`config.mk`:
```
export PLATFORM = sky130hd
export DESIGN_NAME = matrix_input_parser_flat
export DESIGN_NICKNAME = d
export VERILOG_FILES = /design/src/rtl/matrix_input_parser_if.sv /design/src/rtl/matrix_input_parser.sv /design/src/flat_wrapper.sv
export SDC_FILE = /design/constraint.sdc
export NUM_CORES = 1
export LEC_CHECK = 0
export CORE_ASPECT_RATIO = 1.5
export CORE_UTILIZATION = 35
export DETAILED_ROUTE_END_ITERATION = 10
export PLACE_DENSITY = 0.56
export SLEW_MARGIN = 20
export SYNTH_ARGS = -nofsm -noshare
export SYNTH_HDL_FRONTEND = slang
export SYNTH_SLANG_ARGS = --single-unit
```
`constraint.sdc`:
```
create_clock -name clk_100m -period 7.3 [get_ports clk_100m]
set_input_delay 1.095 -clock clk_100m [delete_from_list [all_inputs] [get_ports clk_100m]]
set_output_delay 1.095 -clock clk_100m [all_outputs]
set_load 0.02 [all_outputs]
```
`src/rtl/matrix_input_parser_if.sv`:
```
// Bundle of the parser's control, UART byte, range and element-write signals.
// The master drives the byte stream and range limits; the slave is the parser.
interface matrix_input_parser_if;
    logic       start;
    logic       abort;
    logic [7:0] rx_data;
    logic       rx_done;
    logic [7:0] val_min;
    logic [7:0] val_max;
    logic       busy;
    logic       wr_en;
    logic [4:0] wr_addr;
    logic [7:0] wr_data;
    logic [2:0] mat_m;
    logic [2:0] mat_n;
    logic       parse_done;
    logic       parse_error;
    logic [2:0] err_code;

    modport master (
        output start, abort, rx_data, rx_done, val_min, val_max,
        input  busy, wr_en, wr_addr, wr_data, mat_m, mat_n,
               parse_done, parse_error, err_code
    );

    modport slave (
        input  start, abort, rx_data, rx_done, val_min, val_max,
        output busy, wr_en, wr_addr, wr_data, mat_m, mat_n,
               parse_done, parse_error, err_code
    );
endinterface

```
`src/rtl/matrix_input_parser.sv`:
```
// Parses an ASCII matrix "M N e0 e1 ..." from a UART byte stream and emits
// one row-major element write per accepted token.
module matrix_input_parser (
    input  logic                 clk_100m,
    input  logic                 rst_n,
    matrix_input_parser_if.slave bus
);

    typedef enum logic [1:0] {
        IDLE,
        GET_M,
        GET_N,
        GET_ELEM
    } state_t;

    typedef enum logic [2:0] {
        ERR_NONE     = 3'd0,
        ERR_CHAR     = 3'd1,
        ERR_DIM      = 3'd2,
        ERR_VALUE    = 3'd3,
        ERR_OVERFLOW = 3'd4
    } err_t;

    localparam logic [1:0] MAX_DIGITS = 2'd3;

    state_t     state_q, state_d;
    logic [9:0] acc_q, acc_d;
    logic [1:0] ndig_q, ndig_d;
    logic [4:0] cnt_q, cnt_d;
    logic       fin_q, fin_d;
    logic [2:0] mat_m_q, mat_m_d;
    logic [2:0] mat_n_q, mat_n_d;
    logic       wr_en_q, wr_en_d;
    logic [4:0] wr_addr_q, wr_addr_d;
    logic [7:0] wr_data_q, wr_data_d;
    logic       done_q, done_d;
    logic       error_q, error_d;
    err_t       err_code_q, err_code_d;

    logic       is_digit;
    logic       is_sep;
    logic [3:0] digit;
    logic [9:0] acc_shift;
    logic [5:0] elem_total;
    logic [5:0] cnt_next;
    logic       dim_ok;
    logic       val_ok;
    logic       raise;
    err_t       raise_code;

    // ASCII '0'..'9' carry their value in the low nibble.
    assign is_digit   = (bus.rx_data >= 8'h30) && (bus.rx_data <= 8'h39);
    assign digit      = bus.rx_data[3:0];
    assign is_sep     = (bus.rx_data == 8'h20) || (bus.rx_data == 8'h0D) ||
                        (bus.rx_data == 8'h0A) || (bus.rx_data == 8'h2C);
    assign acc_shift  = (acc_q << 3) + (acc_q << 1) + {6'd0, digit};
    assign elem_total = {3'd0, mat_m_q} * {3'd0, mat_n_q};
    assign cnt_next   = {1'b0, cnt_q} + 6'd1;
    assign dim_ok     = (acc_q >= 10'd1) && (acc_q <= 10'd5);
    assign val_ok     = (acc_q[7:0] >= bus.val_min) && (acc_q[7:0] <= bus.val_max);

    // NOTE: every signal written here gets a default first, so no path can
    // leave one unassigned and infer a latch.
    always_comb begin
        state_d    = state_q;
        acc_d      = acc_q;
        ndig_d     = ndig_q;
        cnt_d      = cnt_q;
        fin_d      = fin_q;
        mat_m_d    = mat_m_q;
        mat_n_d    = mat_n_q;
        wr_en_d    = 1'b0;
        wr_addr_d  = wr_addr_q;
        wr_data_d  = wr_data_q;
        done_d     = 1'b0;
        error_d    = 1'b0;
        err_code_d = err_code_q;
        raise      = 1'b0;
        raise_code = ERR_NONE;

        if (bus.abort) begin
            // Abort beats everything, including a byte arriving in the same cycle.
            state_d = IDLE;
            fin_d   = 1'b0;
        end else if (state_q == IDLE) begin
            if (bus.start) begin
                state_d    = GET_M;
                err_code_d = ERR_NONE;
                acc_d      = '0;
                ndig_d     = '0;
                cnt_d      = '0;
                fin_d      = 1'b0;
            end
        end else if (fin_q) begin
            // Last element was written this cycle; finish one cycle later.
            state_d = IDLE;
            fin_d   = 1'b0;
            done_d  = 1'b1;
        end else if (bus.rx_done) begin
            if (is_digit) begin
                if (ndig_q == MAX_DIGITS) begin
                    raise      = 1'b1;
                    raise_code = ERR_OVERFLOW;
                end else begin
                    acc_d  = acc_shift;
                    ndig_d = ndig_q + 2'd1;
                end
            end else if (is_sep) begin
                if (ndig_q != 2'd0) begin
                    acc_d  = '0;
                    ndig_d = '0;
                    if (acc_q > 10'd255) begin
                        raise      = 1'b1;
                        raise_code = ERR_OVERFLOW;
                    end else begin
                        case (state_q)
                            GET_M: begin
                                if (dim_ok) begin
                                    mat_m_d = acc_q[2:0];
                                    state_d = GET_N;
                                end else begin
                                    raise      = 1'b1;
                                    raise_code = ERR_DIM;
                                end
                            end
                            GET_N: begin
                                if (dim_ok) begin
                                    mat_n_d = acc_q[2:0];
                                    state_d = GET_ELEM;
                                end else begin
                                    raise      = 1'b1;
                                    raise_code = ERR_DIM;
                                end
                            end
                            GET_ELEM: begin
                                if (val_ok) begin
                                    wr_en_d   = 1'b1;
                                    wr_addr_d = cnt_q;
                                    wr_data_d = acc_q[7:0];
                                    cnt_d     = cnt_next[4:0];
                                    fin_d     = (cnt_next == elem_total);
                                end else begin
                                    raise      = 1'b1;
                                    raise_code = ERR_VALUE;
                                end
                            end
                            default: begin
                                state_d = IDLE;
                            end
                        endcase
                    end
                end
            end else begin
                raise      = 1'b1;
                raise_code = ERR_CHAR;
            end

            if (raise) begin
                state_d    = IDLE;
                error_d    = 1'b1;
                err_code_d = raise_code;
                acc_d      = '0;
                ndig_d     = '0;
                fin_d      = 1'b0;
            end
        end
    end

    // NOTE: state is updated with non-blocking assignments and every register,
    // outputs included, is cleared by the asynchronous reset.
    always_ff @(posedge clk_100m or negedge rst_n) begin
        if (!rst_n) begin
            state_q    <= IDLE;
            acc_q      <= '0;
            ndig_q     <= '0;
            cnt_q      <= '0;
            fin_q      <= 1'b0;
            mat_m_q    <= '0;
            mat_n_q    <= '0;
            wr_en_q    <= 1'b0;
            wr_addr_q  <= '0;
            wr_data_q  <= '0;
            done_q     <= 1'b0;
            error_q    <= 1'b0;
            err_code_q <= ERR_NONE;
        end else begin
            state_q    <= state_d;
            acc_q      <= acc_d;
            ndig_q     <= ndig_d;
            cnt_q      <= cnt_d;
            fin_q      <= fin_d;
            mat_m_q    <= mat_m_d;
            mat_n_q    <= mat_n_d;
            wr_en_q    <= wr_en_d;
            wr_addr_q  <= wr_addr_d;
            wr_data_q  <= wr_data_d;
            done_q     <= done_d;
            error_q    <= error_d;
            err_code_q <= err_code_d;
        end
    end

    assign bus.busy        = (state_q != IDLE);
    assign bus.wr_en       = wr_en_q;
    assign bus.wr_addr     = wr_addr_q;
    assign bus.wr_data     = wr_data_q;
    assign bus.mat_m       = mat_m_q;
    assign bus.mat_n       = mat_n_q;
    assign bus.parse_done  = done_q;
    assign bus.parse_error = error_q;
    assign bus.err_code    = err_code_q;

endmodule
```
`src/flat_wrapper.sv`:
```
// flat-port wrapper written by rule: the top's interface ports become plain ports
module matrix_input_parser_flat 
  (clk_100m, rst_n, bus_start, bus_abort, bus_rx_data, bus_rx_done, bus_val_min, bus_val_max, bus_busy, bus_wr_en, bus_wr_addr, bus_wr_data, bus_mat_m, bus_mat_n, bus_parse_done, bus_parse_error, bus_err_code);
  matrix_input_parser_if bus_i ();
  input  logic clk_100m;
  input  logic rst_n;
  input wire logic [$bits(bus_i.start)-1:0] bus_start;
  input wire logic [$bits(bus_i.abort)-1:0] bus_abort;
  input wire logic [$bits(bus_i.rx_data)-1:0] bus_rx_data;
  input wire logic [$bits(bus_i.rx_done)-1:0] bus_rx_done;
  input wire logic [$bits(bus_i.val_min)-1:0] bus_val_min;
  input wire logic [$bits(bus_i.val_max)-1:0] bus_val_max;
  output wire logic [$bits(bus_i.busy)-1:0] bus_busy;
  output wire logic [$bits(bus_i.wr_en)-1:0] bus_wr_en;
  output wire logic [$bits(bus_i.wr_addr)-1:0] bus_wr_addr;
  output wire logic [$bits(bus_i.wr_data)-1:0] bus_wr_data;
  output wire logic [$bits(bus_i.mat_m)-1:0] bus_mat_m;
  output wire logic [$bits(bus_i.mat_n)-1:0] bus_mat_n;
  output wire logic [$bits(bus_i.parse_done)-1:0] bus_parse_done;
  output wire logic [$bits(bus_i.parse_error)-1:0] bus_parse_error;
  output wire logic [$bits(bus_i.err_code)-1:0] bus_err_code;
  assign bus_i.start = bus_start;
  assign bus_i.abort = bus_abort;
  assign bus_i.rx_data = bus_rx_data;
  assign bus_i.rx_done = bus_rx_done;
  assign bus_i.val_min = bus_val_min;
  assign bus_i.val_max = bus_val_max;
  assign bus_busy = bus_i.busy;
  assign bus_wr_en = bus_i.wr_en;
  assign bus_wr_addr = bus_i.wr_addr;
  assign bus_wr_data = bus_i.wr_data;
  assign bus_mat_m = bus_i.mat_m;
  assign bus_mat_n = bus_i.mat_n;
  assign bus_parse_done = bus_i.parse_done;
  assign bus_parse_error = bus_i.parse_error;
  assign bus_err_code = bus_i.err_code;
  matrix_input_parser u_core (.clk_100m(clk_100m), .rst_n(rst_n), .bus(bus_i));
endmodule
```
==> impl_metrics.toml <==
[status]
run_status = "complete, no violations"

[finish]
antenna_cells_inserted = 0
drive_above_1_share_pct = 8.98
final_area_sq_um = 4110
flow.area_growth_from_synthesis_pct = 23.3
multi_input_comb_area_sq_um = 2040
fill_cells = 906
sequential_cell_area_sq_um = 1130
final_net_count = 475

[sta]
transition_at_the_pin_with_the_smallest_max_transition_slack_ns = 1.01
crit_path_time_final_ns = 3.92
grt_setup_unrepaired = "false"
fin_worst_skew_ns = 0.00729
fin_ws_ns = 3.38
timing.slew.headroom_pct = 32.0
report.final.slew_viol_count = 0
final_total_negative_setup_slack_ns = 0
finalCritPeriodShare_pct = 53.7
max_clock_freq_mhz = 255
finalHoldViolations = 0
final-setup-viol-count = 0

[global_route]
track_usage_pct = 17.9
first_global_vias = 2783
antenna_found_initial = 0
grt_first_pass_wirelength_um = 13300
globalRouteOverflowTotal = 0
largest_net_degree_at_the_start_of_global_routing = 46
globalRouteMet3Util_pct = 2.33
grt_util_met1_pct = 20.6
busiest_layer = "met2"
grtUsageMet2_pct = 32.6

[yosys]
mappedNetlistArea_sq_um = 3330
synth_simple_gate_area_share_pct = 15.2
synth_cell_types = 48
netlist_instances = 346
synth_enable_flop_cells = 0
synthesized_area_per_cell_sq_um = 9.63
mux_share_of_post_synthesis_cell_area_pct = 7.85
ys_seq_area_share_pct = 33.8
post_synth_fa_ha_maj_area_fraction_pct = 18.2
yosys_register_bits = 45
synth_xor_area_share_pct = 4.47
largest_family_of_logic_cells_by_synthesized_area = "adder cells"
synth-async-reset-ratio_pct = 100
synth-compound-area-share_pct = 15.4
synth_nets = 421
synth.yosys.warnings = 0
ys.flop_type = "sky130_fd_sc_hd__dfrtp_1"

[cts]
cts-htree-levels = 2
clk_pin_slew_ns = 0.07
post-cts-setup-buffer-count = 0
clock_insertion_delay_worst_skew_ns = 0.29
tritoncts = "built"
clockRootBuffer = "sky130_fd_sc_hd__clkbuf_16"
cts_hold_buffers_added = 0
cts-resized-gates = 0
cts_made_buffers = 5
cts_max_path_buffers = 2
clock_sink_count = 45

[floorplanning]
die_height_um = 122
fp-row-count = 43
placeableCoreArea_sq_um = 9250
die-width_um = 81.7
design.portCount = 55
start_util_pct = 36.0
die_area_sq_um = 9920

[setup_path]
crit_path_max_fanout = 13
path_class = "in -> reg"
critical_path.startpoint_type = "input pin"
category_of_the_worst_setup_path_capture_point = "register"
worst_ep_arrival_time_ns = 4.10
worst_ep_required_time_ns = 7.48
worst-r2r-setup-slack_ns = 4.14

[power_and_ir_drop]
share_clk_of_total_power_pct = 39.7
power.switching_w = 0.000156
share_seq_of_total_power_pct = 44.8
swShare_pct = 27.2
irDropWorstVdd_uv = 101
p_int_w = 0.000418
pwr_density_cell_nw_per_um2 = 140
combinationalPowerShare_pct = 15.5
leakagePower_nw = 1.97

[detailed_routing]
detail_route.iter0.violations = 168
drt-total-wl_um = 8010
detail-route-antenna-nets = 0
detail_route.first_pass.iterations = 4
num_vias = 2728
avgViaCountPerCell = 5.32
drt_drc_violations_left = 0
wire_per_inst_um = 15.6

[worst_hold_path]
min-delay-path-class = "reg -> reg"

[place]
placed_cell_area_sq_um = 3960
pre_cts_slack_ns = 3.06
port_buffers = 54
place.gp.congestion = 0.823
dp.final_hpwl_um = 6240

[run]
drv.max_cap_violation_count = 0
## state kept, by name, summed over array words and instances, names as in the netlist
name and count:
u_core.acc_q 10, u_core.bus.parse_done 1, u_core.state_q 2, u_core.fin_q 1, u_core.bus.wr_addr 5, u_core.cnt_q 5
u_core.bus.wr_data 8, u_core.bus.parse_error 1, u_core.bus.mat_m 3, u_core.bus.mat_n 3, u_core.bus.wr_en 1, u_core.ndig_q 2
u_core.bus.err_code 3
## cells by family after synthesis
| family | after synthesis |
|---|---|
| compound gates | 77 |
| xor+xnor | 17 |
| simple gates | 102 |
| buf+inv | 39 |
| mux | 20 |
| flops | 45 |
| fa+ha+maj | 46 |
## cell type report
| cell class | count | share of cell area, % |
|---|---|---|
| Timing Repair Buffer | 54 | 13.1 |
| Clock inverter | 3 | 0.548 |
| Sequential cell | 45 | 27.4 |
| Tap cell | 112 | 3.41 |
| Clock buffer | 5 | 3.05 |
| Multi-Input combinational cell | 262 | 49.6 |
| Inverter | 32 | 2.92 |
## layout by cell type (no fill, tap or decap), types with 2 or more instances in the layout
| master | count |
|---|---|
| sky130_fd_sc_hd__a31oi_1 | 7 |
| sky130_fd_sc_hd__or2_2 | 2 |
| sky130_fd_sc_hd__nor3_1 | 8 |
| sky130_fd_sc_hd__a21o_1 | 6 |
| sky130_fd_sc_hd__a21oi_1 | 14 |
| sky130_fd_sc_hd__nand2_1 | 38 |
| sky130_fd_sc_hd__o41ai_1 | 3 |
| sky130_fd_sc_hd__and2_1 | 6 |
| sky130_fd_sc_hd__ha_1 | 42 |
| sky130_fd_sc_hd__nor2_1 | 19 |
| sky130_fd_sc_hd__inv_1 | 32 |
| sky130_fd_sc_hd__a211oi_1 | 4 |
| sky130_fd_sc_hd__xor2_1 | 9 |
| sky130_fd_sc_hd__and3b_1 | 2 |
| sky130_fd_sc_hd__o211ai_1 | 2 |
| sky130_fd_sc_hd__nand3_1 | 4 |
| sky130_fd_sc_hd__a41oi_1 | 2 |
| sky130_fd_sc_hd__xnor2_1 | 8 |
| sky130_fd_sc_hd__clkbuf_16 | 5 |
| sky130_fd_sc_hd__o21ai_0 | 25 |
| sky130_fd_sc_hd__nand2b_1 | 2 |
| sky130_fd_sc_hd__mux2_2 | 9 |
| sky130_fd_sc_hd__clkinvlp_4 | 3 |
| sky130_fd_sc_hd__nand4_1 | 6 |
| sky130_fd_sc_hd__dfrtp_1 | 45 |
| sky130_fd_sc_hd__clkdlybuf4s50_1 | 53 |
| sky130_fd_sc_hd__fa_1 | 4 |
| sky130_fd_sc_hd__and3_1 | 4 |
| sky130_fd_sc_hd__nor2b_1 | 5 |
| sky130_fd_sc_hd__mux2_4 | 10 |
| sky130_fd_sc_hd__a22o_1 | 4 |
## cells in the mapped netlist, types with 2 or more instances
library cell	count	area, sq um
sky130_fd_sc_hd__clkbuf_1	4	15.0
sky130_fd_sc_hd__buf_4	2	15.0
sky130_fd_sc_hd__ha_1	42	526
sky130_fd_sc_hd__o21ai_0	25	125
sky130_fd_sc_hd__nand2_1	38	143
sky130_fd_sc_hd__a22o_1	4	35.0
sky130_fd_sc_hd__and3_1	4	25.0
sky130_fd_sc_hd__dfrtp_1	45	1130
sky130_fd_sc_hd__nor3_1	8	40.0
sky130_fd_sc_hd__nand3_1	4	20.0
sky130_fd_sc_hd__and3b_1	2	17.5
sky130_fd_sc_hd__o41ai_1	3	26.3
sky130_fd_sc_hd__inv_1	32	120
sky130_fd_sc_hd__mux2_4	10	150
sky130_fd_sc_hd__nand4_1	6	37.5
sky130_fd_sc_hd__nand2b_1	2	12.5
sky130_fd_sc_hd__and2_1	6	37.5
sky130_fd_sc_hd__a21oi_1	14	70.1
sky130_fd_sc_hd__xor2_1	9	78.8
sky130_fd_sc_hd__a41oi_1	2	17.5
sky130_fd_sc_hd__o211ai_1	2	15.0
sky130_fd_sc_hd__nor2b_1	5	31.3
sky130_fd_sc_hd__a21o_1	6	45.0
sky130_fd_sc_hd__a31oi_1	7	43.8
sky130_fd_sc_hd__a211oi_1	4	30.0
sky130_fd_sc_hd__fa_1	4	80.1
sky130_fd_sc_hd__mux2_2	9	101
sky130_fd_sc_hd__or2_2	2	12.5
sky130_fd_sc_hd__nor2_1	19	71.3
sky130_fd_sc_hd__xnor2_1	8	70.1
## critical path, stage by stage
cell	delay [ns]
sky130_fd_sc_hd__clkdlybuf4s50_1	0.58
sky130_fd_sc_hd__nor4b_2	0.23
sky130_fd_sc_hd__a22oi_1	0.15
sky130_fd_sc_hd__a2111oi_4	0.50
sky130_fd_sc_hd__and3b_1	0.36
sky130_fd_sc_hd__and4b_1	0.76
sky130_fd_sc_hd__mux2_2	0.42
## through the flow
step	util (%)	instances	hold slack (ns)	total power [W]
6_report	44.4	513	0.512	0.000575
3_3_place_gp	42.8	505	0.511	0.000351
3_5_place_dp	42.8	505	0.501	0.000352
4_1_cts	44.4	513	0.522	0.000581
5_1_grt	44.4	513	0.540	0.000601
2_1_floorplan	-	346	0.488	0.000308
## power by group through the flow
stage	sequential (W)	combinational, W	clock, W
6_report	0.000258	0.0000890	0.000228
5_1_grt	0.000258	0.000100	0.000243
4_1_cts	0.000258	0.0000898	0.000233
3_5_place_dp	0.000262	0.0000895	0
3_3_place_gp	0.000262	0.0000891	0
2_1_floorplan	0.000264	0.0000439	0
## per-layer routing
layer | vias up | routed length [um]
met3 | 15 | 197
met4 | 0 | 207
met5 | - | 0
li1 | 1333 | -
met1 | 1325 | 3270
met2 | 55 | 4340
## final timing paths
| kind | start | to | cells after the start |
|---|---|---|---|
| min in group asynchronous | rst_n | u_core.bus.wr_en$_DFF_PN0_ | 1 |
| worst max register to register | u_core.acc_q[1]$_DFFE_PN0P_ | u_core.bus.wr_addr[3]$_DFFE_PN0P_ | 7 |
| worst min-delay path | u_core.bus.wr_data[1]$_DFFE_PN0P_ | u_core.bus.wr_data[1]$_DFFE_PN0P_ | 1 |
| worst min register to register | u_core.bus.wr_data[1]$_DFFE_PN0P_ | u_core.bus.wr_data[1]$_DFFE_PN0P_ | 1 |
| worst max-delay path | bus_rx_data[3] | u_core.bus.wr_addr[3]$_DFFE_PN0P_ | 7 |
| max in group asynchronous | rst_n | u_core.bus.wr_data[7]$_DFFE_PN0P_ | 1 |
(Power assumes the default switching activity.)
